--- src/rtl/reg_wb_arbiter_if.sv ---
`default_nettype none
// ----------------------------------------------------------------------------
// Module   : reg_wb_arbiter_if
// Brief    : ALU / load-return writeback sources and register-file write port.
// Revision : 1.0
// ----------------------------------------------------------------------------
interface reg_wb_arbiter_if #(
    parameter int REG_DATA_WIDTH_POW = 6,
    parameter int REG_MEM_DEPTH_POW  = 5
);
    localparam int c_DATA_W = 1 << REG_DATA_WIDTH_POW;
    localparam int c_DEPTH  = 1 << REG_MEM_DEPTH_POW;

    logic                         alu_valid_in;
    logic [REG_MEM_DEPTH_POW-1:0] alu_rd_in;
    logic [c_DATA_W-1:0]          alu_data_in;
    logic                         alu_ready_out;
    logic                         mem_valid_in;
    logic [REG_MEM_DEPTH_POW-1:0] mem_rd_in;
    logic [c_DATA_W-1:0]          mem_data_in;
    logic [REG_MEM_DEPTH_POW-1:0] rd_out;
    logic [c_DATA_W-1:0]          data_write_out;
    logic                         write_en_out;
    logic [c_DEPTH-1:0]           pending_mask_out;
    logic                         idle_out;

    modport master (
        output alu_valid_in, alu_rd_in, alu_data_in,
        input  alu_ready_out,
        output mem_valid_in, mem_rd_in, mem_data_in,
        input  rd_out, data_write_out, write_en_out, pending_mask_out, idle_out
    );

    modport slave (
        input  alu_valid_in, alu_rd_in, alu_data_in,
        output alu_ready_out,
        input  mem_valid_in, mem_rd_in, mem_data_in,
        output rd_out, data_write_out, write_en_out, pending_mask_out, idle_out
    );
endinterface
`default_nettype wire

--- src/rtl/reg_wb_arbiter.sv ---
`default_nettype none
// ----------------------------------------------------------------------------
// Module   : reg_wb_arbiter
// Brief    : Merges ALU and load-return writebacks onto one register-file port.
// Revision : 1.0
// ----------------------------------------------------------------------------
module reg_wb_arbiter #(
    parameter int REG_DATA_WIDTH_POW = 6,
    parameter int REG_MEM_DEPTH_POW  = 5,
    parameter int MEM_FIFO_DEPTH     = 2
) (
    input  wire logic         clk_in,
    input  wire logic         rst_in,
    reg_wb_arbiter_if.slave   bus
);
    localparam int c_DATA_W = 1 << REG_DATA_WIDTH_POW;
    localparam int c_DEPTH  = 1 << REG_MEM_DEPTH_POW;
    localparam int c_RD_W   = REG_MEM_DEPTH_POW;
    localparam int c_PTR_W  = $clog2(MEM_FIFO_DEPTH);
    localparam int c_CNT_W  = $clog2(MEM_FIFO_DEPTH + 1);

    typedef enum logic {
        SRC_ALU = 1'b0,
        SRC_MEM = 1'b1
    } src_e;

    logic [c_RD_W-1:0]   r_fifo_rd   [MEM_FIFO_DEPTH];
    logic [c_DATA_W-1:0] r_fifo_data [MEM_FIFO_DEPTH];
    logic [c_PTR_W-1:0]  r_wptr;
    logic [c_PTR_W-1:0]  r_rptr;
    logic [c_CNT_W-1:0]  r_count;
    src_e                r_rr_last;
    logic [c_RD_W-1:0]   r_rd;
    logic [c_DATA_W-1:0] r_data;
    logic                r_we;

    logic                w_enq;
    logic                w_fifo_req;
    logic                w_full;
    logic                w_grant_fifo;
    logic                w_grant_alu;
    logic [c_PTR_W-1:0]  w_wptr_nxt;
    logic [c_PTR_W-1:0]  w_rptr_nxt;
    logic [c_DEPTH-1:0]  w_mask;

    assign w_enq      = bus.mem_valid_in && (bus.mem_rd_in != '0) && !rst_in;
    assign w_fifo_req = (r_count != '0);
    assign w_full     = (r_count == c_CNT_W'(MEM_FIFO_DEPTH));

    // A full FIFO always wins, so a same-cycle load lands in the slot it frees.
    assign w_grant_fifo = w_fifo_req &&
                          (!bus.alu_valid_in || w_full || (r_rr_last == SRC_ALU));
    assign w_grant_alu  = bus.alu_valid_in && !w_grant_fifo;

    assign w_wptr_nxt = (r_wptr == c_PTR_W'(MEM_FIFO_DEPTH - 1)) ? '0 : r_wptr + 1'b1;
    assign w_rptr_nxt = (r_rptr == c_PTR_W'(MEM_FIFO_DEPTH - 1)) ? '0 : r_rptr + 1'b1;

    always_ff @(posedge clk_in) begin
        if (w_enq) begin
            r_fifo_rd[r_wptr]   <= bus.mem_rd_in;
            r_fifo_data[r_wptr] <= bus.mem_data_in;
        end
    end

    always_ff @(posedge clk_in) begin
        if (rst_in) begin
            r_wptr    <= '0;
            r_rptr    <= '0;
            r_count   <= '0;
            r_rr_last <= SRC_ALU;
            r_rd      <= '0;
            r_data    <= '0;
            r_we      <= 1'b0;
        end else begin
            if (w_enq) begin
                r_wptr <= w_wptr_nxt;
            end
            if (w_grant_fifo) begin
                r_rptr <= w_rptr_nxt;
            end
            case ({w_enq, w_grant_fifo})
                2'b10:   r_count <= r_count + 1'b1;
                2'b01:   r_count <= r_count - 1'b1;
                default: r_count <= r_count;
            endcase

            if (w_grant_fifo) begin
                r_rd      <= r_fifo_rd[r_rptr];
                r_data    <= r_fifo_data[r_rptr];
                r_we      <= (r_fifo_rd[r_rptr] != '0);
                r_rr_last <= SRC_MEM;
            end else if (w_grant_alu) begin
                r_rd      <= bus.alu_rd_in;
                r_data    <= bus.alu_data_in;
                r_we      <= (bus.alu_rd_in != '0);
                r_rr_last <= SRC_ALU;
            end else begin
                r_we      <= 1'b0;
            end
        end
    end

    // Occupied slots are the r_count entries starting at the read pointer.
    always_comb begin
        w_mask = '0;
        for (int k = 0; k < MEM_FIFO_DEPTH; k++) begin
            int idx;
            idx = int'(r_rptr) + k;
            if (idx >= MEM_FIFO_DEPTH) begin
                idx = idx - MEM_FIFO_DEPTH;
            end
            if (c_CNT_W'(k) < r_count) begin
                w_mask[r_fifo_rd[c_PTR_W'(idx)]] = 1'b1;
            end
        end
        if (r_we) begin
            w_mask[r_rd] = 1'b1;
        end
        w_mask[0] = 1'b0;
        if (rst_in) begin
            w_mask = '0;
        end
    end

    assign bus.alu_ready_out    = w_grant_alu && !rst_in;
    assign bus.rd_out           = r_rd;
    assign bus.data_write_out   = r_data;
    assign bus.write_en_out     = r_we;
    assign bus.pending_mask_out = w_mask;
    assign bus.idle_out         = ((r_count == '0) && !r_we) || rst_in;
endmodule
`default_nettype wire
--- src/flat_wrapper.sv ---
// flat-port wrapper written by rule: the top's interface ports become plain ports
module reg_wb_arbiter_flat 
#(
    parameter int REG_DATA_WIDTH_POW = 6,
    parameter int REG_MEM_DEPTH_POW  = 5,
    parameter int MEM_FIFO_DEPTH     = 2
)
  (clk_in, rst_in, bus_alu_valid_in, bus_alu_rd_in, bus_alu_data_in, bus_alu_ready_out, bus_mem_valid_in, bus_mem_rd_in, bus_mem_data_in, bus_rd_out, bus_data_write_out, bus_write_en_out, bus_pending_mask_out, bus_idle_out);
  reg_wb_arbiter_if #(.REG_DATA_WIDTH_POW(REG_DATA_WIDTH_POW), .REG_MEM_DEPTH_POW(REG_MEM_DEPTH_POW)) bus_i ();
  input  wire logic clk_in;
  input  wire logic rst_in;
  input wire logic [$bits(bus_i.alu_valid_in)-1:0] bus_alu_valid_in;
  input wire logic [$bits(bus_i.alu_rd_in)-1:0] bus_alu_rd_in;
  input wire logic [$bits(bus_i.alu_data_in)-1:0] bus_alu_data_in;
  output wire logic [$bits(bus_i.alu_ready_out)-1:0] bus_alu_ready_out;
  input wire logic [$bits(bus_i.mem_valid_in)-1:0] bus_mem_valid_in;
  input wire logic [$bits(bus_i.mem_rd_in)-1:0] bus_mem_rd_in;
  input wire logic [$bits(bus_i.mem_data_in)-1:0] bus_mem_data_in;
  output wire logic [$bits(bus_i.rd_out)-1:0] bus_rd_out;
  output wire logic [$bits(bus_i.data_write_out)-1:0] bus_data_write_out;
  output wire logic [$bits(bus_i.write_en_out)-1:0] bus_write_en_out;
  output wire logic [$bits(bus_i.pending_mask_out)-1:0] bus_pending_mask_out;
  output wire logic [$bits(bus_i.idle_out)-1:0] bus_idle_out;
  assign bus_i.alu_valid_in = bus_alu_valid_in;
  assign bus_i.alu_rd_in = bus_alu_rd_in;
  assign bus_i.alu_data_in = bus_alu_data_in;
  assign bus_alu_ready_out = bus_i.alu_ready_out;
  assign bus_i.mem_valid_in = bus_mem_valid_in;
  assign bus_i.mem_rd_in = bus_mem_rd_in;
  assign bus_i.mem_data_in = bus_mem_data_in;
  assign bus_rd_out = bus_i.rd_out;
  assign bus_data_write_out = bus_i.data_write_out;
  assign bus_write_en_out = bus_i.write_en_out;
  assign bus_pending_mask_out = bus_i.pending_mask_out;
  assign bus_idle_out = bus_i.idle_out;
  reg_wb_arbiter #(.REG_DATA_WIDTH_POW(REG_DATA_WIDTH_POW), .REG_MEM_DEPTH_POW(REG_MEM_DEPTH_POW), .MEM_FIFO_DEPTH(MEM_FIFO_DEPTH)) u_core (.clk_in(clk_in), .rst_in(rst_in), .bus(bus_i));
endmodule
--- config.mk ---
export PLATFORM = sky130hd
export DESIGN_NAME = reg_wb_arbiter_flat
export DESIGN_NICKNAME = d
export VERILOG_FILES = /design/src/rtl/reg_wb_arbiter_if.sv /design/src/rtl/reg_wb_arbiter.sv /design/src/flat_wrapper.sv
export SDC_FILE = /design/constraint.sdc
export NUM_CORES = 1
export LEC_CHECK = 0
export ABC_AREA = 1
export CAP_MARGIN = 20
export CORE_ASPECT_RATIO = 0.9
export CORE_MARGIN = 2
export CORE_UTILIZATION = 30
export DETAILED_ROUTE_END_ITERATION = 16
export DONT_BUFFER_PORTS = 1
export RECOVER_POWER = 100
export SYNTH_ARGS = -nofsm -noshare
export SYNTH_HDL_FRONTEND = slang
export SYNTH_SLANG_ARGS = --single-unit
--- constraint.sdc ---
create_clock -name clk_in -period 8.3 [get_ports clk_in]
set_input_delay 1.245 -clock clk_in [delete_from_list [all_inputs] [get_ports clk_in]]
set_output_delay 1.245 -clock clk_in [all_outputs]
set_load 0.02 [all_outputs]
Word level (Yosys, flattened, before mapping):

Memory sizes are Yosys's and may differ from the RTL's. A register that Yosys moved wholly into a read port is not among the register bits.
Cells that the tools add are included.

* word-level logic and storage cells: 84
* memories kept: 2
* output and inout port bits: 104
* register bits: 75
* input port bits: 142
* RAM bits: 138

* reduce and logical (&&, ||, !) cells: 23
* add/sub/neg operators: 7
* equality and inequality tests: 3
* order comparisons: 10
* bitwise gates (word level): 3
* multiplexer cells: 29

Memory list
* u_core.r_fifo_data: depth 2, bits a word 64, rd ports 1, clocked after memory_dff 1, write ports 1, line reg_wb_arbiter.sv:28 `logic [c_DATA_W-1:0] r_fifo_data [MEM_FIFO_DEPTH];`
* u_core.r_fifo_rd: depth 2, bits a word 5, rd ports 3, clocked after memory_dff 1, write ports 1, line reg_wb_arbiter.sv:27 `logic [c_RD_W-1:0] r_fifo_rd [MEM_FIFO_DEPTH];`

Operators by type and width (number)
* 32-bit two-way mux: 4
* 64-bit two-way mux: 2
* 32-bit OR: 2
* 5-bit by 6-bit less-than comparator with 1-bit output (second input constant): 3
* 1-bit two-way mux: 17
* 1-bit demux with 5-bit select: 3
* 5-bit by 1-bit >= comparator with 1-bit output (second input constant): 3
* 5-bit nonzero test: 3
* 5-bit two-way mux: 2
* 1-bit logical AND: 9
* 2-bit nonzero test: 3
* 2-bit == test (second input constant): 2
* 1-bit zero test: 4
* 1-bit by 2-bit less-than comparator with 1-bit output (first input constant): 2
* 2-bit case mux with 2 select lines: 1
* 1-bit logical OR: 3
* 1-bit adder (second input constant): 2
* 1-bit by 1-bit adder with 2-bit output (second input constant): 1
* 2-bit by 1-bit adder with 2-bit output (second input constant): 1
* 2-bit by 1-bit == test with 1-bit output (second input constant): 1
* 1-bit by 2-bit >= comparator with 1-bit output (second input constant): 1
* 2-bit >= comparator (second input constant): 1
* 2-bit zero test: 1
* 1-bit subtractor (second input constant): 2
* 2 further kinds: 2

Logic depth before layout (Yosys ltp):

An unclocked memory read counts as a cell.

* word-level depth: 13
* gate-level depth with buffers: 12
* mapped depth without buffers: 10

Worst setup path after synthesis:

OpenSTA, ideal clock, no wires.

* kind: input -> register
* start point: input rst_in
* end point: memory u_core.r_fifo_data[0][0] (netlist bit), enable pin
* buffers on the path: 0
* cell stages on the path: 3
* required time: 7.803 ns
* library setup time: 0.497 ns
* path slack: 3.439 ns
* data arrival time: 4.365 ns
* cell sequence: clkinv_1 nand3_1 nor2_1

* word-level cells in the longest chain between the ends: 4

Ends and longest elaborated chain
* from (decl): line flat_wrapper.sv:11 `input wire logic rst_in;`
* 1-bit zero test: line reg_wb_arbiter.sv:46 `assign w_enq = bus.mem_valid_in && (bus.mem_rd_in != '0) && !rst_in;`
* 1-bit logical AND: line reg_wb_arbiter.sv:46
* 1-bit two-way mux: line reg_wb_arbiter.sv:59 `if (w_enq) begin`
* 1-bit two-way mux (implied by the code): line reg_wb_arbiter.sv:61 `r_fifo_data[r_wptr] <= bus.mem_data_in;`
* to (decl): line reg_wb_arbiter.sv:28

No other way between the ends.

==> run_results.csv <==
group,metric,value,unit
synth,syn_inst,1223,
layout,design_area,11040,sq um
synth,ys_warn_count,0,
timing,finalWorstSetupSlack,2.286,ns
timing,rsz0062_at_grt,"false",
clock_tree,htreeDepth,1,
synth,synth_top_area_cell,"edfxtp_1",
drt,viasPerCell,4.713,
drt,route.detailed.drc,0,
clock_tree,clock_latency,0.51,ns
worst_setup_path,crit_required,7.05,ns
pwr,powerDensity,323.9,nW/um^2
clock_tree,cts_tree,"done",
timing,fin_crit_sh,72.46,%
global_routing,grt_max_degree,77,
drt,wl,27200,um
clock_tree,path_clk_slew,0.06,ns
global_routing,grtUsageTotal,14.76,%
timing,fin_crit,6.014,ns
pwr,ir_drop,0.1728,mV
layout,drive_gt1_share,5.482,%
timing,setup-tns-final,0,ns
timing,finalMaxSlewViolations,362,
timing,hold_ws,0.5441,ns
timing,tightest_slew,4.377,ns
global_routing,grt_pass1_vias,7220,
run,cap_violations,6,
synth,yosysTopAreaCellShare,40.73,%
timing,max_freq,166.3,MHz
clock_tree,cts-resized-gates,0,
layout,area_growth,8.534,%
synth,synth.area.top_cells,"edfxtp_1, nand2_1, dfxtp_1, nand3_1, inv_1",
synth,ys_seq_elements,214,
global_routing,gr-total-overflow,0,
pwr,finalPower,0.003576,W
synth,synth_edf_count,138,
min_path,hp-class,"reg2reg",
synth,synthTopCellsByCount,"nand2_1, nand3_1, edfxtp_1",
timing,finalClockSkew,0.01409,ns
clock_tree,numClockSinks,214,
global_routing,grt_antenna_before_repair,1,
worst_setup_path,arrival,4.77,ns
synth,netlist_area,10170,sq um
clock_tree,cts_root_buffer,"clkbuf_16",
clock_tree,cts_buffers,23,
clock_tree,ctsHoldBuffers,0,
timing,maxSlewHeadroom,-191.8,%
drt,first_pass_iters,5,
die,pin_count,246,
outcome,violations,"max-capacitance violations, max-slew violations",
worst_setup_path,crit_path_start_kind,"flop",
synth,ys_seq_area_share,55.68,%
place,io_buffers,0,
die,core_area,33190,sq um
synth,synth_cell_types,31,
worst_setup_path,crit_fanout,76,
clock_tree,postCtsSetupBuffers,0,
drt,wl_per_cell,16.38,um
die,die_area,35410,sq um
drt,drt_iter0_markers,529,
synth,synthArstFlopShare,0,%
timing,hold_viol_final,0,
layout,final_nets,1335,
drt,vias,7828,
worst_setup_path,crit_path_end_kind,"primary output",
place,place_ws,4.455,ns
outcome,outcome,"finished with violations",
die,die_width,198.1,um
die,rows,63,
clock_tree,cts_buffer_depth,3,
place,placed_cell_area,10350,sq um
synth,ys.flop_type,"edfxtp_1",
die,start_util,30.66,%
worst_setup_path,crit_type,"reg2out",
global_routing,grt_first_pass_wirelength,41210,um
place,gp_congestion,0.9082,
die,die_h,178.7,um
drt,ant_nets,0,
synth,syn-num-nets,1369,
place,hpwl,18000,um
synth,post-synth-top-count-cell,"nand2_1",
timing,setup_violations,0,
pwr,p_leak,5.061,nW
synth,post_synth.cell_area_avg,8.320,sq um
==> final timing paths <==
check | start | endpoint | slack [ns] | cells past startpoint
max | flop | bus_pending_mask_out[2] | 2.29 | 9
min | u_core.r_rr_last$_SDFFE_PP0P_ | u_core.r_rr_last$_SDFFE_PP0P_ | 0.54 | 2
max reg2reg | u_core.r_count[0]$_SDFFE_PP0P_ | u_core.bus.data_write_out[31]$_SDFFE_PP0P_ | 3.37 | 10
min reg2reg | u_core.r_rr_last$_SDFFE_PP0P_ | u_core.r_rr_last$_SDFFE_PP0P_ | 0.54 | 2
==> registers in the layout, summed over array words and instances (netlist names), named ones only <==
register                   count
u_core.bus.data_write_out     64
u_core.r_count                 2
u_core.r_rptr                  1
u_core.r_wptr                  1
u_core.bus.write_en_out        1
u_core.r_fifo_data           128
u_core.bus.rd_out              5
u_core.r_rr_last               1
u_core.r_fifo_rd              10
==> cell families (layout without fill, tap and decap cells) <==
| logic type | count (synthesis) | after routing | synth area share, % |
|---|---|---|---|
| simple gates | 791 | 791 | 33.20 |
| fa+ha+maj | 4 | 4 | 0.4919 |
| xor+xnor | 2 | 2 | 0.1722 |
| flops | 214 | 214 | 55.68 |
| other cells | 1 | 3 | 0.03686 |
| compound gates | 20 | 20 | 1.193 |
| buf+inv | 191 | 172 | 9.223 |
==> per-stage QoR <==
| stage | std cells | util, % |
|---|---|---|
| 3_3_place_gp | 1619 | 31.18 |
| 3_5_place_dp | 1619 | 31.18 |
| 5_1_grt | 1659 | 33.26 |
| 4_1_cts | 1659 | 33.41 |
| 2_1_floorplan | 1223 | - |
| 6_report | 1661 | 33.28 |
==> cell usage in the layout (no fill, tap or decap), drive strengths merged, types with 8 or more instances in the layout <==
master / netlist / layout
nand2: 504 / 504
nand3: 238 / 238
edfxtp: 138 / 138
inv: 124 / 123
dfxtp: 76 / 76
nor2: 36 / 36
clkbuf: 14 / 32
nor3: 12 / 12
o21ai: 12 / 12
clkinv: 1 / 8
==> power breakdown <==
| group | internal [W] | total [W] | switching, W |
|---|---|---|---|
| logic | 0.000309 | 0.000984 | 0.000675 |
| registers | 0.00128 | 0.00157 | 0.000295 |
| clock network | 0.000609 | 0.00102 | 0.000409 |
| total | 0.00220 | 0.00358 | 0.00138 |
==> layout make-up <==
| cell class | instances | area [sq um] |
|---|---|---|
| well taps | 455 | 569.3 |
| multi-input cells | 818 | 3553 |
| inverters | 125 | 471.7 |
| flip-flops and latches | 214 | 5665 |
| repair buffers | 7 | 37.54 |
| diodes | 2 | 5.005 |
| clock buffers | 28 | 604.3 |
| fillers | 3469 | 22140 |
| clock inverters | 12 | 136.4 |
==> per-layer routing <==
layer / GRT usage (%) / wire [um] / vias to the layer above
met5: 0 / 0 / -
met4: 4.292 / 554 / 0
met3: 4.120 / 2150 / 47
met2: 24.58 / 12860 / 250
met1: 18.73 / 11640 / 3671
li1: - / - / 3860
==> critical path, cell delays in order, from the launching register on <==
cell	delay (ns)
dfxtp_1	2.43
inv_2	-0.04
buf_4	0.47
nand2_1	0.19
nand3_1	0.10
nor2_1	0.52
nand2_1	0.14
nand3_1	0.10
nand2_1	0.05
inv_1	0.18
No activity file was read; power rests on OpenSTA's default activity.
